<file path="src/rtl/stack_unit.sv">
// Operand stack for the multi-cycle stack CPU: one push/pop/tos command per cycle,
// registered top-of-stack output, occupancy status and sticky misuse flags.
module stack_unit #(
    parameter int WIDTH = 8,
    parameter int DEPTH = 8,
    parameter int CW    = $clog2(DEPTH+1)
) (
    input  logic             clk,
    input  logic             rst,
    input  logic             push,
    input  logic             pop,
    input  logic             tos,
    input  logic [WIDTH-1:0] din,
    input  logic             clr_err,
    output logic [WIDTH-1:0] dout,
    output logic [CW-1:0]    count,
    output logic             empty,
    output logic             full,
    output logic             overflow,
    output logic             underflow,
    output logic             cmd_err
);

    localparam int AW = (DEPTH > 1) ? $clog2(DEPTH) : 1;

    logic [WIDTH-1:0] mem [DEPTH];

    logic [CW-1:0]    count_reg, count_next;
    logic [WIDTH-1:0] dout_reg,  dout_next;
    logic             overflow_reg,  overflow_next;
    logic             underflow_reg, underflow_next;
    logic             cmd_err_reg,   cmd_err_next;

    logic             only_push, only_pop, only_tos, multi_cmd;
    logic             do_push, do_pop, do_read;
    logic             set_ovf, set_udf;
    logic [AW-1:0]    wr_idx, top_idx;
    logic [WIDTH-1:0] top_data;

    assign empty = (count_reg == '0);
    assign full  = (count_reg == CW'(DEPTH));

    // Exactly one command is legal; any overlap is rejected wholesale.
    assign multi_cmd = (push & pop) | (push & tos) | (pop & tos);
    assign only_push = push & ~pop  & ~tos;
    assign only_pop  = pop  & ~push & ~tos;
    assign only_tos  = tos  & ~push & ~pop;

    assign do_push = only_push & ~full;
    assign do_pop  = only_pop  & ~empty;
    assign do_read = (only_pop | only_tos) & ~empty;
    assign set_ovf = only_push & full;
    assign set_udf = (only_pop | only_tos) & empty;

    // Write index is count, top is count-1; neither is used at the saturated end.
    assign wr_idx   = AW'(count_reg);
    assign top_idx  = AW'(count_reg - CW'(1));
    assign top_data = mem[top_idx];

    always_comb begin
        count_next = count_reg;
        dout_next  = dout_reg;
        if (do_push) begin
            count_next = count_reg + CW'(1);
        end
        if (do_pop) begin
            count_next = count_reg - CW'(1);
        end
        if (do_read) begin
            dout_next = top_data;
        end
    end

    // A flag raised in the same cycle as clr_err survives the clear.
    always_comb begin
        overflow_next  = set_ovf   | (overflow_reg  & ~clr_err);
        underflow_next = set_udf   | (underflow_reg & ~clr_err);
        cmd_err_next   = multi_cmd | (cmd_err_reg   & ~clr_err);
    end

    // Storage is never reset so it maps onto plain RAM; reset still blocks writes.
    always_ff @(posedge clk) begin
        if (rst && do_push) begin
            mem[wr_idx] <= din;
        end
    end

    always_ff @(posedge clk) begin
        if (!rst) begin
            count_reg     <= '0;
            dout_reg      <= '0;
            overflow_reg  <= 1'b0;
            underflow_reg <= 1'b0;
            cmd_err_reg   <= 1'b0;
        end else begin
            count_reg     <= count_next;
            dout_reg      <= dout_next;
            overflow_reg  <= overflow_next;
            underflow_reg <= underflow_next;
            cmd_err_reg   <= cmd_err_next;
        end
    end

    assign count     = count_reg;
    assign dout      = dout_reg;
    assign overflow  = overflow_reg;
    assign underflow = underflow_reg;
    assign cmd_err   = cmd_err_reg;

endmodule

</file>
<file path="config.mk">
export PLATFORM = sky130hd
export DESIGN_NAME = stack_unit
export DESIGN_NICKNAME = d
export VERILOG_FILES = /design/src/rtl/stack_unit.sv
export SDC_FILE = /design/constraint.sdc
export NUM_CORES = 1
export LEC_CHECK = 0
export ABC_AREA = 0
export CAP_MARGIN = 10
export CORE_UTILIZATION = 40
export CTS_BUF_LIST = sky130_fd_sc_hd__clkbuf_2 sky130_fd_sc_hd__clkbuf_4 sky130_fd_sc_hd__clkbuf_8
export DETAILED_ROUTE_END_ITERATION = 7
export SYNTH_ARGS = -nofsm -noshare
export SYNTH_HDL_FRONTEND = slang
export SYNTH_SLANG_ARGS = --single-unit
</file>
<file path="constraint.sdc">
create_clock -name clk -period 3.3 [get_ports clk]
set_input_delay 0.66 -clock clk [delete_from_list [all_inputs] [get_ports clk]]
set_output_delay 0.66 -clock clk [all_outputs]
set_load 0.02 [all_outputs]
</file>
==> load_flow_metrics.sql <==
INSERT INTO impl_metrics (metric_group, metric, value, unit) VALUES
('sta', 'timing_hold_violations_final', '0', ''),
('clocking', 'cts_tree', 'yes', ''),
('global_route', 'gr-usage-all-layers', '0.161', ''),
('finish', 'antenna-diode-count', '0', ''),
('sta', 'total_negative_slack', '0', 'ps'),
('worst_hold_path', 'worst_hold_path_type', 'register to register', ''),
('global_route', 'grt_start_max_net_pins', '19', ''),
('clocking', 'clock-root-buffer', 'sky130_fd_sc_hd__clkbuf_8', ''),
('clocking', 'tritoncts.num_buffers', '9', ''),
('critical_path', 'worstPathRequired', '2640', 'ps'),
('critical_path', 'r2r_setup_slack', '720', 'ps'),
('pwr', 'powerDensity', '532', 'mW/mm2'),
('logic_synthesis', 'synthesis.area', '0.00318', 'mm2'),
('worst_hold_path', 'worst_hold_path.num_cells', '2', ''),
('sta', 'finalMaxSlewViolations', '0', ''),
('clocking', 'cts.hold.buffers_added', '0', ''),
('logic_synthesis', 'synth.top_cells.by_count', '64 x sky130_fd_sc_hd__edfxtp_1, 15 x sky130_fd_sc_hd__dfxtp_1, 14 x sky130_fd_sc_hd__nand2_1', ''),
('place', 'port_buffers', '30', ''),
('logic_synthesis', 'post-synth-top-area-cell', 'sky130_fd_sc_hd__edfxtp_1', ''),
('status', 'run_status', 'complete, no violations', ''),
('logic_synthesis', 'syn_avg_cell_area', '17.3', 'um2'),
('critical_path', 'critical_path_class', 'register to output port', ''),
('pwr', 'report.power.total', '2.05', 'mW'),
('sta', 'relSlewSlack', '0.474', ''),
('route', 'ant_nets', '0', ''),
('critical_path', 'crit_end', 'empty', ''),
('finish', 'largest_register_ffs', '64', ''),
('sta', 'hold_slack', '451', 'ps'),
('clocking', 'clkLatencyLatePin', '350', 'ps'),
('critical_path', 'critical_path_arrival', '2300', 'ps'),
('die', 'placeableCoreArea', '0.00773', 'mm2'),
('global_route', 'global_route_wire_length_before_repair', '9510', 'um'),
('logic_synthesis', 'yosys-top-cells-area', 'sky130_fd_sc_hd__edfxtp_1 60%, sky130_fd_sc_hd__dfxtp_1 9.4%, sky130_fd_sc_hd__mux4_2 7.1%, sky130_fd_sc_hd__mux4_1 5.0%, sky130_fd_sc_hd__mux2i_1 2.5%', ''),
('critical_path', 'critical_path.max_fanout', '10', ''),
('flow_run', 'timing.max_cap.violations', '0', ''),
('die', 'num_rows', '32', ''),
('logic_synthesis', 'synth.yosys.warnings', '0', ''),
('route', 'via_count', '1699', ''),
('logic_synthesis', 'ys_ff_latch', '79', ''),
('sta', 'period_minus_slack', '2960', 'ps'),
('route', 'postRouteWirelength', '5760', 'um'),
('place', 'post-dp-hpwl', '3980', 'um'),
('critical_path', 'critical_path_capture_point_type', 'output port', ''),
('logic_synthesis', 'synthArstFlopShare', '0', ''),
('sta', 'max_clock_freq', '338', 'MHz'),
('critical_path', 'worst_setup_path_start_kind', 'register', ''),
('critical_path', 'worstRegToRegCells', '7', ''),
('die', 'die_w', '91.2', 'um'),
('logic_synthesis', 'synth_cell_types', '37', ''),
('pwr', 'power.share.switching', '0.242', ''),
('logic_synthesis', 'synth_seq_area_share', '0.699', ''),
('clocking', 'cts.reportedPaths.clkPinSlew', '90', 'ps'),
('finish', 'final-instance-count-excl-fill', '337', ''),
('logic_synthesis', 'synth.top_cell.area_share', '0.604', ''),
('place', 'post_dp_cell_area', '0.00365', 'mm2'),
('pwr', 'total_switching_power', '0.497', 'mW'),
('place', 'place_congestion', '0.747', ''),
('finish', 'nNetsFinal', '246', ''),
('pwr', 'share_clk_of_total_power', '0.364', ''),
('global_route', 'grt_overflow_total', '0', ''),
('sta', 'fin_crit_sh', '0.896', ''),
('clocking', 'htree_num_levels', '3', ''),
('finish', 'final_layout_size_suffix_gt1_frac', '0.187', ''),
('logic_synthesis', 'postSynthCellCount', '184', ''),
('finish', 'final_core_util', '0.499', ''),
('critical_path', 'rr_endpoint', 'dout[7]', ''),
('sta', 'skew', '8.29', 'ps'),
('logic_synthesis', 'synth-edff-count', '64', ''),
('die', 'die-area', '0.00831', 'mm2'),
('logic_synthesis', 'synthFlopType', 'sky130_fd_sc_hd__edfxtp_1', ''),
('sta', 'rsz_0062_raised_after_global_routing', 'no', '');
[per-layer routing]
metal  vias up  share of wire  track usage  wire length, um
li1        810              -            -                -
met4         0          0.022       0.0873              128
met2        37           0.49        0.250             2850
met3        10          0.036       0.0310              206
met5         -              0            0                0
met1       842           0.45        0.213             2580
[logic make-up after synthesis]
| logic type | synth area share |
|---|---|
| adders and majority gates | 0.0110 |
| AOI/OAI and AO/OA | 0.0279 |
| buffers and inverters | 0.0283 |
| and+or+nand+nor | 0.0736 |
| muxes | 0.149 |
| DFF | 0.699 |
| xor gates and xnor gates | 0.0114 |
[worst min path at each step]
stage                    to  slack [ps]
floorplan           dout[0]         530
global placement    dout[2]         440
detailed placement  dout[3]         440
CTS                 dout[3]         450
global route        dout[2]         470
finish              dout[6]         450
[cells in the final DEF (no fill, tap or decap), drive strengths merged, types with 2 or more instances in the layout]
master and instances:
clkbuf 9, nor2 7, buf 12, nand3b 2, ha 2, nand2 14, a21oi 4, mux2i 8
o21ai 9, clkdlybuf4s50 30, nand3 5, dfxtp 15, clkinvlp 2, inv 10, edfxtp 64, and2 2
nor3 5, mux4 16, nor3b 3, or3 2
[final cells by class]
type | count | area, um2
Clock buffer | 9 | 124
Clock inverter | 7 | 85.1
Fill cell | 643 | 3870
Inverter | 7 | 38.8
Multi-Input combinational cell | 91 | 868
Sequential cell | 79 | 2220
Tap cell | 102 | 128
Timing Repair Buffer | 42 | 390
[power by group through the flow]
stage | clock (mW) | combinational [mW] | sequential [mW]
2_1_floorplan | 0 | 0.131 | 1.12
5_1_grt | 0.820 | 0.230 | 1.10
3_3_place_gp | 0 | 0.215 | 1.12
4_1_cts | 0.768 | 0.216 | 1.09
3_5_place_dp | 0 | 0.215 | 1.12
6_report | 0.748 | 0.211 | 1.09
[worst max-delay path, cell delays in order (launching register included)]
cell and delay (ps):
sky130_fd_sc_hd__dfxtp_1 420, sky130_fd_sc_hd__inv_1 120, sky130_fd_sc_hd__ha_1 290, sky130_fd_sc_hd__or3b_4 450, sky130_fd_sc_hd__inv_2 80, sky130_fd_sc_hd__clkdlybuf4s50_1 590
(Power assumes the default switching activity.)
==> patch 1, RTL diff (same settings) <==
Take the reset off `dout_reg` and load it in a clocked block of its own.
--- a/src/rtl/stack_unit.sv
+++ b/src/rtl/stack_unit.sv
@@ -89,5 +89,4 @@
         if (!rst) begin
             count_reg     <= '0;
-            dout_reg      <= '0;
             overflow_reg  <= 1'b0;
             underflow_reg <= 1'b0;
@@ -95,9 +94,12 @@
         end else begin
             count_reg     <= count_next;
-            dout_reg      <= dout_next;
             overflow_reg  <= overflow_next;
             underflow_reg <= underflow_next;
             cmd_err_reg   <= cmd_err_next;
         end
+    end
+
+    always_ff @(posedge clk) begin
+        dout_reg <= dout_next;
     end
 
Formal check against the unedited RTL: differs if rst is asserted again (counterexample within 4 cycles, from zero or initial values and one cycle with rst low); with rst held inactive, the same outputs for 10 cycles.
==> patch 1 against the unedited design <==
Clock power down 18%. Sequential share of layout area grew 3.1 points. Synthesized area down 0.59%. Design area decreased by 1.8%. Power is 7.4% lower. Final cell count decreased by 6.2%. Setup slack better by 0.20 ns. Sequential cell count unchanged. Wire length up 1.0%.
==> patch 1: results (changes against the unedited design) <==
Status: complete, no violations
Fin cells: 316 (-6.2%)
Die W: 90.9 microns (-0.29%)
Pleak: 1.25 nW (-5.4%)
First-pass iteration count of the detailed router: 6 (+1)
Multi-input logic cell count: 73 (-20%)
Clock slew seen by the registers of the worst setup and hold paths: 0.07 ns (-0.02 ns)
Layout clock area frac: 4.43% (-0.99 points)
R2r startpoint: count[1]$_SDFFE_PN0P_
Syn nets: 182 (-9.0%)
Hpwl dp: 3.76 mm (-5.5%)
Worst reg2reg path depth: 4 (-3)
Clock Buffer Count: 10 (+1)
Non-clk bufs: 41 (-2.4%)
Largest net degree at the start of global routing: 27 (+8)
Pwr per Cell Area: 502 mW/mm^2 (-5.8%)
Total Nets Final: 225 (-8.5%)
Post-Place Cell Area: 0.00362 sq mm (-0.72%)
Synth top area cells: edfxtp_1 (68%), mux4_2 (11%), dfxtp_1 (4.4%), mux2_2 (2.8%), nor2_1 (0.95%)
Pre-CTS WS: 0.747 ns (+0.176 ns)
Reg2reg setup slack: 0.87 ns (+0.15 ns)
DR WL met3: 287 microns (+39%)
Rel. slew slack: 41.0% (-6.4 points)
Sequential share of the synthesized area: 72.8% (+2.9 points)
Most frequent cells after synthesis: edfxtp_1 (72), mux4_2 (16), mux2_2 (8), nor2_1 (8), dfxtp_1 (7)
DRT met1 WL: 2.45 mm (-5.0%)
Crit path DAT: 2.10 ns (-0.20 ns)
Vias per Instance: 5.06 (+0.37%)
Min-delay src: underflow$_SDFF_PN0_
RR Endpoint: dout[1]$_DFFE_PP_
WL met2: 3.03 mm (+6.5%)
Routing usage on met3: 3.37% (+0.27 points)
VDD IR-drop max: 0.252 mV (+23%)
Layout cells sized above 1: 24.3% (+5.6 points)
Post-synth EDFFs: 72 (+13%)
Hold EP: underflow$_SDFF_PN0_
[patch 1: logic make-up (layout without fill, tap and decap cells)]
kind of cell,Yosys count,count (layout),synth area share [%]
flip-flops,79,79,72.8
XOR/XNOR,2,2,0.554
adder cells (fa/ha/maj),2,2,0.791
AO/OA/AOI/OAI,9,9,1.94
multiplexers,26,26,14.9
buffers and inverters,14,62,2.22
AND/OR/NAND/NOR,34,34,6.81
[patch 1: worst max-delay path by stage]
stage,start,slack [ns],cells past startpoint,endpoint
after detailed placement,pop,0.75,6,mem[4][7]$_DFFE_PP_
after floorplan,count[0]$_SDFFE_PN0P_,0.54,9,mem[4][0]$_DFFE_PP_
after CTS,count[1]$_SDFFE_PN0P_,0.51,4,empty
final,count[1]$_SDFFE_PN0P_,0.54,4,empty
after global routing,count[1]$_SDFFE_PN0P_,0.43,4,empty
after global placement,pop,0.81,6,mem[4][5]$_DFFE_PP_
==> patch 2, RTL diff (config.mk and constraints unchanged) <==
Made on the original files. The parameter `DEPTH` goes from 8 to 16.
--- a/src/rtl/stack_unit.sv
+++ b/src/rtl/stack_unit.sv
@@ -3,5 +3,5 @@
 module stack_unit #(
     parameter int WIDTH = 8,
-    parameter int DEPTH = 8,
+    parameter int DEPTH = 16,
     parameter int CW    = $clog2(DEPTH+1)
 ) (
Interface: changed (resized count); port bits go from 31 to 32. No check against the original RTL was run, so the function may have changed too.
==> patch 2 against the unedited design <==
Clock power is 97% higher. Design area is 78% higher. Combinational power is 75% higher. Wire length is 96% higher. Setup slack worse by 0.15 ns. Count of clock-buffer cells in the layout is 11 higher. Power is 87% higher. Sequential cell count is 65 higher. Non-clock buffer count is 10 higher. Synthesized area is 82% higher. Register-to-register slack worse by 0.11 ns. Largest cell class unchanged.
==> patch 2: results (changes against the unedited design) <==
Status: complete, no violations
Skew final: 0.0119 ns (+0.00366 ns)
Total Nets Final: 393 (+60%)
Max FFs per register: 128 (+100%)
VDD IR-drop max: 0.244 mV (+19%)
GR Layer Usage met1: 21.7% (+0.33 points)
DRT met1 WL: 4.79 mm (+86%)
Fraction of area in registers: 60.7% (+3.0 points)
Largest net degree at the start of global routing: 25 (+6)
Clock root cell: clkbuf_8
Int Pwr: 3.03 mW (+95%)
Vias per Instance: 5.22 (+3.5%)
Reg2reg setup slack: 0.61 ns (-0.11 ns)
Cell variety after synth: 38 (+2.7%)
Crit path DAT: 2.44 ns (+0.14 ns)
Measured slew at the worst slew-check pin: 1.08 ns (+0.287 ns)
RR Endpoint: dout[5]$_SDFFE_PN0P_
Number of global-route vias before repair: 3007 (+78%)
Mean Syn Cell Area: 18.4 sq um (+6.2%)
WL met2: 5.65 mm (+98%)
First-pass iteration count of the detailed router: 4 (-1)
Iteration-0 DRC Markers: 286 (+250%)
Most frequent cells after synthesis: edfxtp_1 (128), mux2i_1 (32), nor2_1 (18), mux4_2 (17), dfxtp_1 (16)
Hold EP: underflow$_SDFF_PN0_
Synth top area cells: edfxtp_1 (66%), mux4_2 (6.6%), dfxtp_1 (5.5%), mux2i_1 (5.5%), mux4_1 (3.2%)
# clock sinks: 144 (+82%)
Sequential power: 2.01 mW (+84%)
DRT Wirelength: 11.3 mm (+96%)
DP Cell Count: 536 (+67%)
Port bufs: 31 (+3.3%)
Total GRT Usage: 17.0% (+0.91 points)
Clock Buffer Count: 20 (+11)
Layout cells sized above 1: 21.9% (+3.2 points)
Logic pwr share: 9.6% (-0.7 points)
Sequential share of the synthesized area: 71.8% (+1.9 points)
Non-clock buffer share: 6.82% (-3.3 points)
R2r startpoint: count[1]$_SDFFE_PN0P_
Routing usage on met3: 4.69% (+1.6 points)
Min-delay src: underflow$_SDFF_PN0_
RD Place Congestion: 0.838 (+12%)
Later-pin clock latency in the skew report: 0.43 ns (+0.08 ns)
Fin cells: 568 (+69%)
DR WL met3: 702 microns (+240%)
Syn nets: 334 (+67%)
H-tree levels: 4 (+1)
Post-synth EDFFs: 128 (+100%)
Non-clk bufs: 52 (+24%)
Cts bufs inserted: 17 (+8)
Crit Path Max Fanout: 7 (-3)
Multi-input logic area: 0.00155 sq mm (+79%)
Met2 Usage GRT: 27.4% (+2.4 points)
patch 2: cell count changes after synthesis, moves of 7 or more:
cell,delta
a221o_1,+8
edfxtp_1,+64
mux2_2,+7
mux2i_1,+24
mux4_2,+7
nand2_1,-7
nor2_1,+11
nor3_1,+9
o21ai_1,-9
patch 2: kinds of logic (layout without fill, tap and decap cells):
group,count (synthesis),in the layout,share of synthesized area [%]
adder cells (fa/ha/maj),5,5,1.04
AND/OR/NAND/NOR,58,58,5.05
flip-flops,144,144,71.8
multiplexers,64,64,16.8
XOR/XNOR,5,5,0.885
buffers and inverters,19,91,1.53
AO/OA/AOI/OAI,21,21,2.87
patch 2: per-stage QoR:
step                setup WS, ns  utilization, %  area, sq um  hold slack [ns]  total power, mW
global route              0.0524            49.1         6860            0.505             3.99
detailed placement         0.552            46.0         6430            0.462             2.42
finish                     0.196            49.1         6860            0.469             3.84
global placement           0.569            46.0         6430            0.456             2.41
floorplan                  0.182               -         5800            0.540             2.29
CTS                       0.0802            49.0         6860            0.473             3.89
